### config.mk
export PLATFORM = sky130hd
export DESIGN_NAME = spi_reg_bank
export DESIGN_NICKNAME = d
export VERILOG_FILES = /design/src/rtl/spi_pkg.sv /design/src/rtl/spi_sync_edge.sv /design/src/rtl/spi_reg_bank.sv
export SDC_FILE = /design/constraint.sdc
export NUM_CORES = 1
export LEC_CHECK = 0
export CAP_MARGIN = 25
export CELL_PAD_IN_SITES_DETAIL_PLACEMENT = 0
export CELL_PAD_IN_SITES_GLOBAL_PLACEMENT = 1
export CORE_MARGIN = 5
export CORE_UTILIZATION = 32
export CTS_BUF_LIST = sky130_fd_sc_hd__clkbuf_16
export DETAILED_ROUTE_END_ITERATION = 8
export GPL_TIMING_DRIVEN = 0
export PLACE_DENSITY = 0.61
export SETUP_SLACK_MARGIN = 0.15
export SYNTH_ARGS = -nofsm -noshare
export SYNTH_HDL_FRONTEND = slang
export SYNTH_SLANG_ARGS = --single-unit
### constraint.sdc
create_clock -name clk -period 5.7 [get_ports clk]
set_input_delay 0.855 -clock clk [delete_from_list [all_inputs] [get_ports clk]]
set_output_delay 0.855 -clock clk [all_outputs]
set_load 0.02 [all_outputs]
### src/rtl/spi_pkg.sv
// SPI register bank shared definitions: FSM states,
// frame bit encodings and default parameter values.
package spi_pkg;

   typedef enum logic [1:0] {
      ST_IDLE,
      ST_ADDR,
      ST_DATA,
      ST_DONE
   } spi_state_e;

   localparam logic RW_WRITE = 1'b1;
   localparam logic RW_READ  = 1'b0;

   localparam int DEF_NUM_REGS    = 5;
   localparam int DEF_DATA_W      = 8;
   localparam int DEF_ADDR_W      = 7;
   localparam int DEF_SYNC_STAGES = 2;

endpackage

### src/rtl/spi_sync_edge.sv
// Multi-flop synchroniser for one asynchronous input, with an
// optional extra flop that yields single-clk rise/fall events.
module spi_sync_edge
   import spi_pkg::*;
#(
   parameter int   STAGES  = DEF_SYNC_STAGES,
   parameter logic RST_VAL = 1'b0,
   parameter bit   EDGE    = 1'b0
) (
   input  logic clk,
   input  logic rst_n,
   input  logic d,
   output logic q,
   output logic rise,
   output logic fall
);

   localparam int DEPTH = STAGES + (EDGE ? 1 : 0);

   logic [DEPTH-1:0] sync;

   always_ff @(posedge clk or negedge rst_n) begin
      if (!rst_n) begin
         sync <= {DEPTH{RST_VAL}};
      end else begin
         sync <= DEPTH'({sync, d});
      end
   end

   assign q = sync[STAGES-1];

   generate
      if (EDGE) begin : g_edge
         assign rise = sync[STAGES-1] & ~sync[STAGES];
         assign fall = ~sync[STAGES-1] & sync[STAGES];
      end else begin : g_no_edge
         assign rise = 1'b0;
         assign fall = 1'b0;
      end
   endgenerate

endmodule

### src/rtl/spi_reg_bank.sv
// SPI mode-0 register bank: frames of R/W, address and data
// bits read or write a small array of registers.
module spi_reg_bank
   import spi_pkg::*;
#(
   parameter int NUM_REGS    = DEF_NUM_REGS,
   parameter int DATA_W      = DEF_DATA_W,
   parameter int ADDR_W      = DEF_ADDR_W,
   parameter int SYNC_STAGES = DEF_SYNC_STAGES
) (
   input  logic                       clk,
   input  logic                       rst_n,
   input  logic                       sclk,
   input  logic                       ncs,
   input  logic                       copi,
   output logic                       cipo,
   output logic                       cipo_oe,
   output logic [NUM_REGS*DATA_W-1:0] regs_q,
   output logic                       wr_pulse,
   output logic [ADDR_W-1:0]          wr_addr
);

   localparam int HDR_W   = 1 + ADDR_W;
   localparam int FRAME_W = HDR_W + DATA_W;
   localparam int CNT_W   = $clog2(FRAME_W + 1);

   localparam logic [CNT_W-1:0] HDR_LAST   = CNT_W'(HDR_W - 1);
   localparam logic [CNT_W-1:0] HDR_END    = CNT_W'(HDR_W);
   localparam logic [CNT_W-1:0] FRAME_LAST = CNT_W'(FRAME_W - 1);

   logic sclk_s, sclk_rise, sclk_fall;
   logic ncs_s, ncs_rise, ncs_fall;
   logic copi_s, copi_rise, copi_fall;
   logic unused_edges;

   spi_sync_edge #(
      .STAGES  (SYNC_STAGES),
      .RST_VAL (1'b0),
      .EDGE    (1'b1)
   ) u_sclk (
      .clk   (clk),
      .rst_n (rst_n),
      .d     (sclk),
      .q     (sclk_s),
      .rise  (sclk_rise),
      .fall  (sclk_fall)
   );

   spi_sync_edge #(
      .STAGES  (SYNC_STAGES),
      .RST_VAL (1'b1),
      .EDGE    (1'b0)
   ) u_ncs (
      .clk   (clk),
      .rst_n (rst_n),
      .d     (ncs),
      .q     (ncs_s),
      .rise  (ncs_rise),
      .fall  (ncs_fall)
   );

   spi_sync_edge #(
      .STAGES  (SYNC_STAGES),
      .RST_VAL (1'b0),
      .EDGE    (1'b0)
   ) u_copi (
      .clk   (clk),
      .rst_n (rst_n),
      .d     (copi),
      .q     (copi_s),
      .rise  (copi_rise),
      .fall  (copi_fall)
   );

   assign unused_edges = ^{sclk_s, ncs_rise, ncs_fall,
                           copi_rise, copi_fall};

   spi_state_e                 state, state_nxt;
   logic [CNT_W-1:0]           cnt, cnt_nxt;
   logic [HDR_W-1:0]           hdr, hdr_nxt, hdr_sh;
   logic [DATA_W-1:0]          rx, rx_nxt, rx_sh;
   logic [DATA_W-1:0]          tx, tx_nxt, rd_word;
   logic [NUM_REGS*DATA_W-1:0] regs_r;
   logic [SYNC_STAGES-1:0]     warm;
   logic                       armed, commit, wr_hit, rw;

   assign hdr_sh = HDR_W'({hdr, copi_s});
   assign rx_sh  = DATA_W'({rx, copi_s});
   assign rw     = hdr[ADDR_W];
   assign regs_q = regs_r;

   // Out-of-range addresses match nothing: reads give 0, writes drop.
   always_comb begin
      rd_word = '0;
      wr_hit  = 1'b0;
      for (int i = 0; i < NUM_REGS; i++) begin
         if (hdr_sh[ADDR_W-1:0] == ADDR_W'(i))
            rd_word = regs_r[i*DATA_W +: DATA_W];
         if (hdr[ADDR_W-1:0] == ADDR_W'(i))
            wr_hit = 1'b1;
      end
   end

   always_comb begin
      state_nxt = state;
      cnt_nxt   = cnt;
      hdr_nxt   = hdr;
      rx_nxt    = rx;
      tx_nxt    = tx;
      commit    = 1'b0;
      cipo      = 1'b0;
      cipo_oe   = 1'b0;
      unique case (state)
         ST_IDLE: begin
            if (!ncs_s && armed) begin
               state_nxt = ST_ADDR;
               cnt_nxt   = '0;
               hdr_nxt   = '0;
               rx_nxt    = '0;
               tx_nxt    = '0;
            end
         end
         ST_ADDR: begin
            if (ncs_s) begin
               state_nxt = ST_IDLE;
            end else if (sclk_rise) begin
               hdr_nxt = hdr_sh;
               cnt_nxt = cnt + CNT_W'(1);
               if (cnt == HDR_LAST) begin
                  state_nxt = ST_DATA;
                  if (hdr_sh[ADDR_W] == RW_READ)
                     tx_nxt = rd_word;
               end
            end
         end
         ST_DATA: begin
            if (rw == RW_READ) begin
               cipo_oe = 1'b1;
               cipo    = tx[DATA_W-1];
            end
            if (ncs_s) begin
               state_nxt = ST_IDLE;
            end else if (sclk_rise) begin
               rx_nxt  = rx_sh;
               cnt_nxt = cnt + CNT_W'(1);
               if (cnt == FRAME_LAST) begin
                  state_nxt = ST_DONE;
                  commit    = (rw == RW_WRITE) && wr_hit;
               end
            end else if (sclk_fall && rw == RW_READ && cnt != HDR_END) begin
               // The fall right after the header keeps the MSB on the line.
               tx_nxt = tx << 1;
            end
         end
         ST_DONE: begin
            if (ncs_s)
               state_nxt = ST_IDLE;
         end
      endcase
   end

   always_ff @(posedge clk or negedge rst_n) begin
      if (!rst_n) begin
         state <= ST_IDLE;
         cnt   <= '0;
         hdr   <= '0;
         rx    <= '0;
         tx    <= '0;
      end else begin
         state <= state_nxt;
         cnt   <= cnt_nxt;
         hdr   <= hdr_nxt;
         rx    <= rx_nxt;
         tx    <= tx_nxt;
      end
   end

   // A frame may only start once ncs has truly been seen high.
   always_ff @(posedge clk or negedge rst_n) begin
      if (!rst_n) begin
         warm  <= '0;
         armed <= 1'b0;
      end else begin
         warm <= SYNC_STAGES'({warm, 1'b1});
         if (warm[SYNC_STAGES-1] && ncs_s)
            armed <= 1'b1;
      end
   end

   always_ff @(posedge clk or negedge rst_n) begin
      if (!rst_n) begin
         regs_r   <= '0;
         wr_pulse <= 1'b0;
         wr_addr  <= '0;
      end else begin
         wr_pulse <= commit;
         if (commit) begin
            wr_addr <= hdr[ADDR_W-1:0];
            for (int i = 0; i < NUM_REGS; i++) begin
               if (hdr[ADDR_W-1:0] == ADDR_W'(i))
                  regs_r[i*DATA_W +: DATA_W] <= rx_sh;
            end
         end
      end
   end

endmodule

==> Word-level counts from Yosys, hierarchy flattened <==
Cells that the tools add are included.
{ "word_totals": {"ff_bits": 88, "mem_bits_rw": 0, "mem_count": 0, "mem_bits_ro": 0, "latch_bits": 0} }
{ "classes": {"muxes": 46, "n_mul": 0, "bitwise_logic": 5, "n_lt_le_gt_ge": 0, "shifts": 0, "div_mod_pow": 0, "reduce_logical": 24, "n_addsub": 1, "eq_ne": 30} }
{ "op_table": {"columns": ["cell", "n"], "rows": [
  ["8-bit 2-to-1 mux", 15],
  ["7-bit by 2-bit equality test with 1-bit output, second input constant", 4],
  ["8-bit case mux with 3 select lines", 1],
  ["2-bit inequality test, second input constant", 10],
  ["2-bit 2-to-1 mux", 8],
  ["8-bit case mux with 2 select lines", 1],
  ["5-bit 2-to-1 mux", 3],
  ["7-bit by 1-bit equality test with 1-bit output, second input constant", 2],
  ["7-bit by 3-bit equality test with 1-bit output, second input constant", 2],
  ["7-bit zero test", 2],
  ["7-bit 2-to-1 mux", 2],
  ["7-bit case mux with 2 select lines", 1],
  ["1-bit 2-to-1 mux", 13],
  ["3-bit by 2-bit inequality test with 1-bit output, second input constant", 4],
  ["4-bit AND reduction", 3],
  ["5-bit case mux with 2 select lines", 1],
  ["2-bit AND reduction", 5],
  ["9-bit AND reduction", 1],
  ["2-bit case mux with 4 select lines", 1],
  ["6-bit AND reduction", 1],
  ["2-bit nonzero test", 3],
  ["5-bit by 1-bit adder with 5-bit output, second input constant", 1],
  ["5-bit by 3-bit equality test with 1-bit output, second input constant", 1],
  ["5-bit by 4-bit equality test with 1-bit output, second input constant", 1],
  ["other kinds (11)", 20]
]} }

==> Longest topological paths before layout <==
{ "logic_depth": {"ltp_word": 12, "mapped_depth": 8, "depth_no_buf": 7} }

==> Cells and area by module <==
From an unflattened synthesis, not the netlist that was laid out.
{ "hier_totals": {"hier_cells": 346, "area_unflattened_um2": 4105.2} }
{ "modules_own_cells": {"columns": ["mod", "area_per_inst_um2", "cells_each", "seq_area_each_um2", "n_inst"], "rows": [
  ["spi_reg_bank", 3875.0, 331, 2026.9, 1],
  ["spi_sync_edge (u_sclk)", 90.1, 5, 75.1, 1],
  ["spi_sync_edge (u_ncs)", 71.3, 5, 52.6, 1],
  ["spi_sync_edge (u_copi)", 68.8, 5, 50.0, 1]
]} }

==> Least setup slack after synthesis <==
No wires, ideal clock.
{ "synth_timing": {"path_kind": "register to output", "start": "register state[0]", "end": "output port cipo", "arrival_ns": 1.634, "stages_incl_launch_ff": 6, "required_time_ns": 4.845, "setup_slack_ns": 3.211, "cell_sequence": "dfrtp_1 > inv_1 > ha_1 > clkbuf_1 > nor2b_1 > and2_1"} }
{ "synth_via": {"elab_chain_cells": 2} }
{ "synth_lines": {"columns": ["item", "line_no", "text"], "rows": [
  ["from (decl)", "spi_reg_bank.sv:78", "spi_state_e state, state_nxt;"],
  ["from (signal assigned)", "spi_reg_bank.sv:170", "state <= state_nxt;"],
  ["2-bit equality test", "spi_reg_bank.sv:113", "unique case (state)"],
  ["1-bit 2-to-1 mux", "spi_reg_bank.sv:113", null],
  ["to (decl)", "spi_reg_bank.sv:16", "output logic cipo,"]
]} }
Every way passes these cells.

==> Final worst setup path <==
Same ends and word-level chain as after synthesis.

==> out/results.tsv <==
metric	value	unit
dp_hpwl	7550	um
synthDistinctLibCells	53	
skew	8.97	ps
synth_fp_nets	384	
period_share	59.1	%
slew_headroom	37.7	%
finalNonFillerCells	612	
cts_buffer_depth	2	
netlist_area	4120	um^2
start_util	32.6	%
die_w	123	um
outcome	finished clean	
power.density	330	nW/um^2
layout_common_cells	dfrtp_1, clkdlybuf4s50_1, nand2_1	
worstPathArrival	2510	ps
cts_resized	0	
cap_violations	0	
ioPinCount	55	
slowest_delay	600	ps
worstSetupPathType	reg -> out	
drtIter0Drc	116	
clockRootBuffer	clkbuf_16	
path_clk_slew	60	ps
cts_setup_buffers	0	
synth_area_per_cell	11.1	um^2
post-place-cells	598	
tightest_slew	926	ps
worstSetupStartpoint	state[0]	
drive_gt1_share	15.2	%
peakVddDrop	0.138	mV
cpLargestDelayFamily	buffers and inverters	
clock-sinks	88	
hold_buffers	0	
grt_setup_unrepaired	false	
setup_ws	2330	ps
finalMaxSlewViolations	0	
vias	3008	
drc	0	
grt_max_degree	58	
fillCellCount	1281	
gp_congestion	0.784	
slowest_stage	clkdlybuf4s50_1	
die_h	123	um
pre_cts_ws	2650	ps
vias_per_cell	4.92	
hold_path_class	reg -> reg	
wl_per_cell	17.3	um
max_freq	0.297	GHz
nets	450	
ys_seq_elements	88	
ys_warn_count	0	
timing.rr.start	hdr[2]	
detail-route-antenna-nets	0	
cts_tree	done	
first_pass_iters	5	
startpoint_type	register	
setup_tns	0	ps
regArea	2200	um^2
die_area	15200	um^2
placementRows	41	
ys_seq_area_share	53.6	%
critPathBufInv	3	
antenna_found_initial	0	
critPathMaxFanout	10	
htreeDepth	3	
overflow	0	
grt_pass1_vias	3145	
worstSetupEndpointType	primary output	
grt_usage	15.0	%
hold_path.startpoint	warm[0]	
routed_wl	10600	um
area_growth	25.7	%
synthCells	371	
finalHoldViolations	0	
finalSetupViolCount	0	
multi_input_area	1760	um^2
final_common_cell	dfrtp_1	
min_period	3370	ps
grt_first_pass_wirelength	17300	um
n_antenna_cell	0	
clk-insertion-delay-late	340	ps
core	12600	um^2
p_leak	2.29	nW
cp_cell_sequence	inv_1 > ha_1 > clkbuf_1 > nor2b_1 > and2_1 > clkdlybuf4s50_1	
cts_buffers	9	
crit_required	4850	ps
io_buffers	54	
==> path summary, 6_finish.rpt <==
kind,endpoint,slack [ps],depth (start not counted)
max in group asynchronous,regs_q[3],4620,2
min in group asynchronous,cnt[3],450,1
max reg2reg,tx[2],3100,6
min reg2reg,warm[1],340,0
min,warm[1],340,0
max,cipo,2330,6
==> layout make-up <==
class	instances	area share [%]
repair buffers	55	10.9
flip-flops and latches	88	42.6
inverters	20	1.45
clock buffers	9	4.35
multi-input cells	245	34.0
well taps	172	4.16
plain buffers	18	1.50
clock inverters	5	0.968
==> cell usage after synthesis, drive strengths merged <==
cell type | number | share of area [%]
dfrtp | 86 | 52
nand2 | 42 | 3.8
mux2 | 38 | 10
o21ai | 28 | 3.4
inv | 20 | 1.8
mux2i | 17 | 4.1
a21oi | 16 | 1.9
nor2 | 16 | 1.5
clkbuf | 14 | 1.3
nand3 | 14 | 1.8
ha | 8 | 2.4
nand2b | 7 | 1.1
and2 | 6 | 0.91
buf | 4 | 0.61
nor2b | 4 | 0.61
nor3 | 4 | 0.85
a22o | 3 | 0.64
a32o | 3 | 0.73
o221ai | 3 | 0.64
o22ai | 3 | 0.46
o311a | 3 | 0.73
a211oi | 2 | 0.36
a21o | 2 | 0.55
a221oi | 2 | 0.43
and3 | 2 | 0.30
dfstp | 2 | 1.3
nand4 | 2 | 0.67
o31ai | 2 | 0.36
or2 | 2 | 0.30
or3b | 2 | 0.43
xor2 | 2 | 0.43
a2bb2oi | 1 | 0.21
and4bb | 1 | 0.30
conb | 1 | 0.091
nand3b | 1 | 0.18
nor3b | 1 | 0.46
nor4 | 1 | 0.15
nor4bb | 1 | 0.24
o2111ai | 1 | 0.21
o211a | 1 | 0.24
o211ai | 1 | 0.30
o311ai | 1 | 0.21
or4b | 1 | 0.24
==> logic make-up (layout without fill, tap and decap cells) <==
kind of cell	Yosys count	in the layout	share of synthesized area, %
adders and majority gates	8	8	2.43
and+or+nand+nor	107	107	13.8
other	1	1	0.0911
AOI/OAI and AO/OA	72	72	11.4
muxes	55	55	14.5
xor gates and xnor gates	2	2	0.426
DFF	88	88	53.6
buffers and inverters	38	107	3.71
==> worst register-to-register path: stages (launching register included) <==
cell and delay (ps):
dfrtp_1 370, buf_2 190, nor4_1 720, nand3_1 520, o21ai_0 320, a21oi_1 100
a32o_1 280
==> layer usage <==
metal	global-route usage, %	vias up	routed length, um
met3	3.25	19	467
li1	-	1429	-
met1	20.3	1494	4980
met2	23.3	66	4950
met4	6.09	0	222
met5	0	-	0
==> metrics by stage <==
| stage | hold WS (ps) | utilization (%) | cell area [um^2] | power (mW) |
|---|---|---|---|---|
| 6_report | 340 | 41.0 | 5170 | 1.71 |
| 5_1_grt | 350 | 41.0 | 5170 | 1.81 |
| 4_1_cts | 343 | 41.0 | 5170 | 1.73 |
| 3_5_place_dp | 335 | 38.8 | 4900 | 1.15 |
| 3_3_place_gp | 332 | 38.6 | 4870 | 1.15 |
| 2_1_floorplan | 331 | - | 4120 | 1.01 |
==> power by group <==
part	total [mW]	leakage, nW	switching, mW	internal (mW)
sequential	0.694	1.19	0.0354	0.659
combinational	0.444	0.963	0.303	0.141
clock	0.568	0.132	0.237	0.331
total	1.71	2.29	0.575	1.13
==> flip-flops by register name (all words and copies together), names as in the netlist, 2 cells and up <==
signal	flops
state	2
cnt	5
rx	7
wr_addr	7
u_sclk.sync	3
u_copi.sync	2
tx	8
warm	2
u_ncs.sync	2
regs_q	40
hdr	8
No activity file was read; power rests on OpenSTA's default activity.
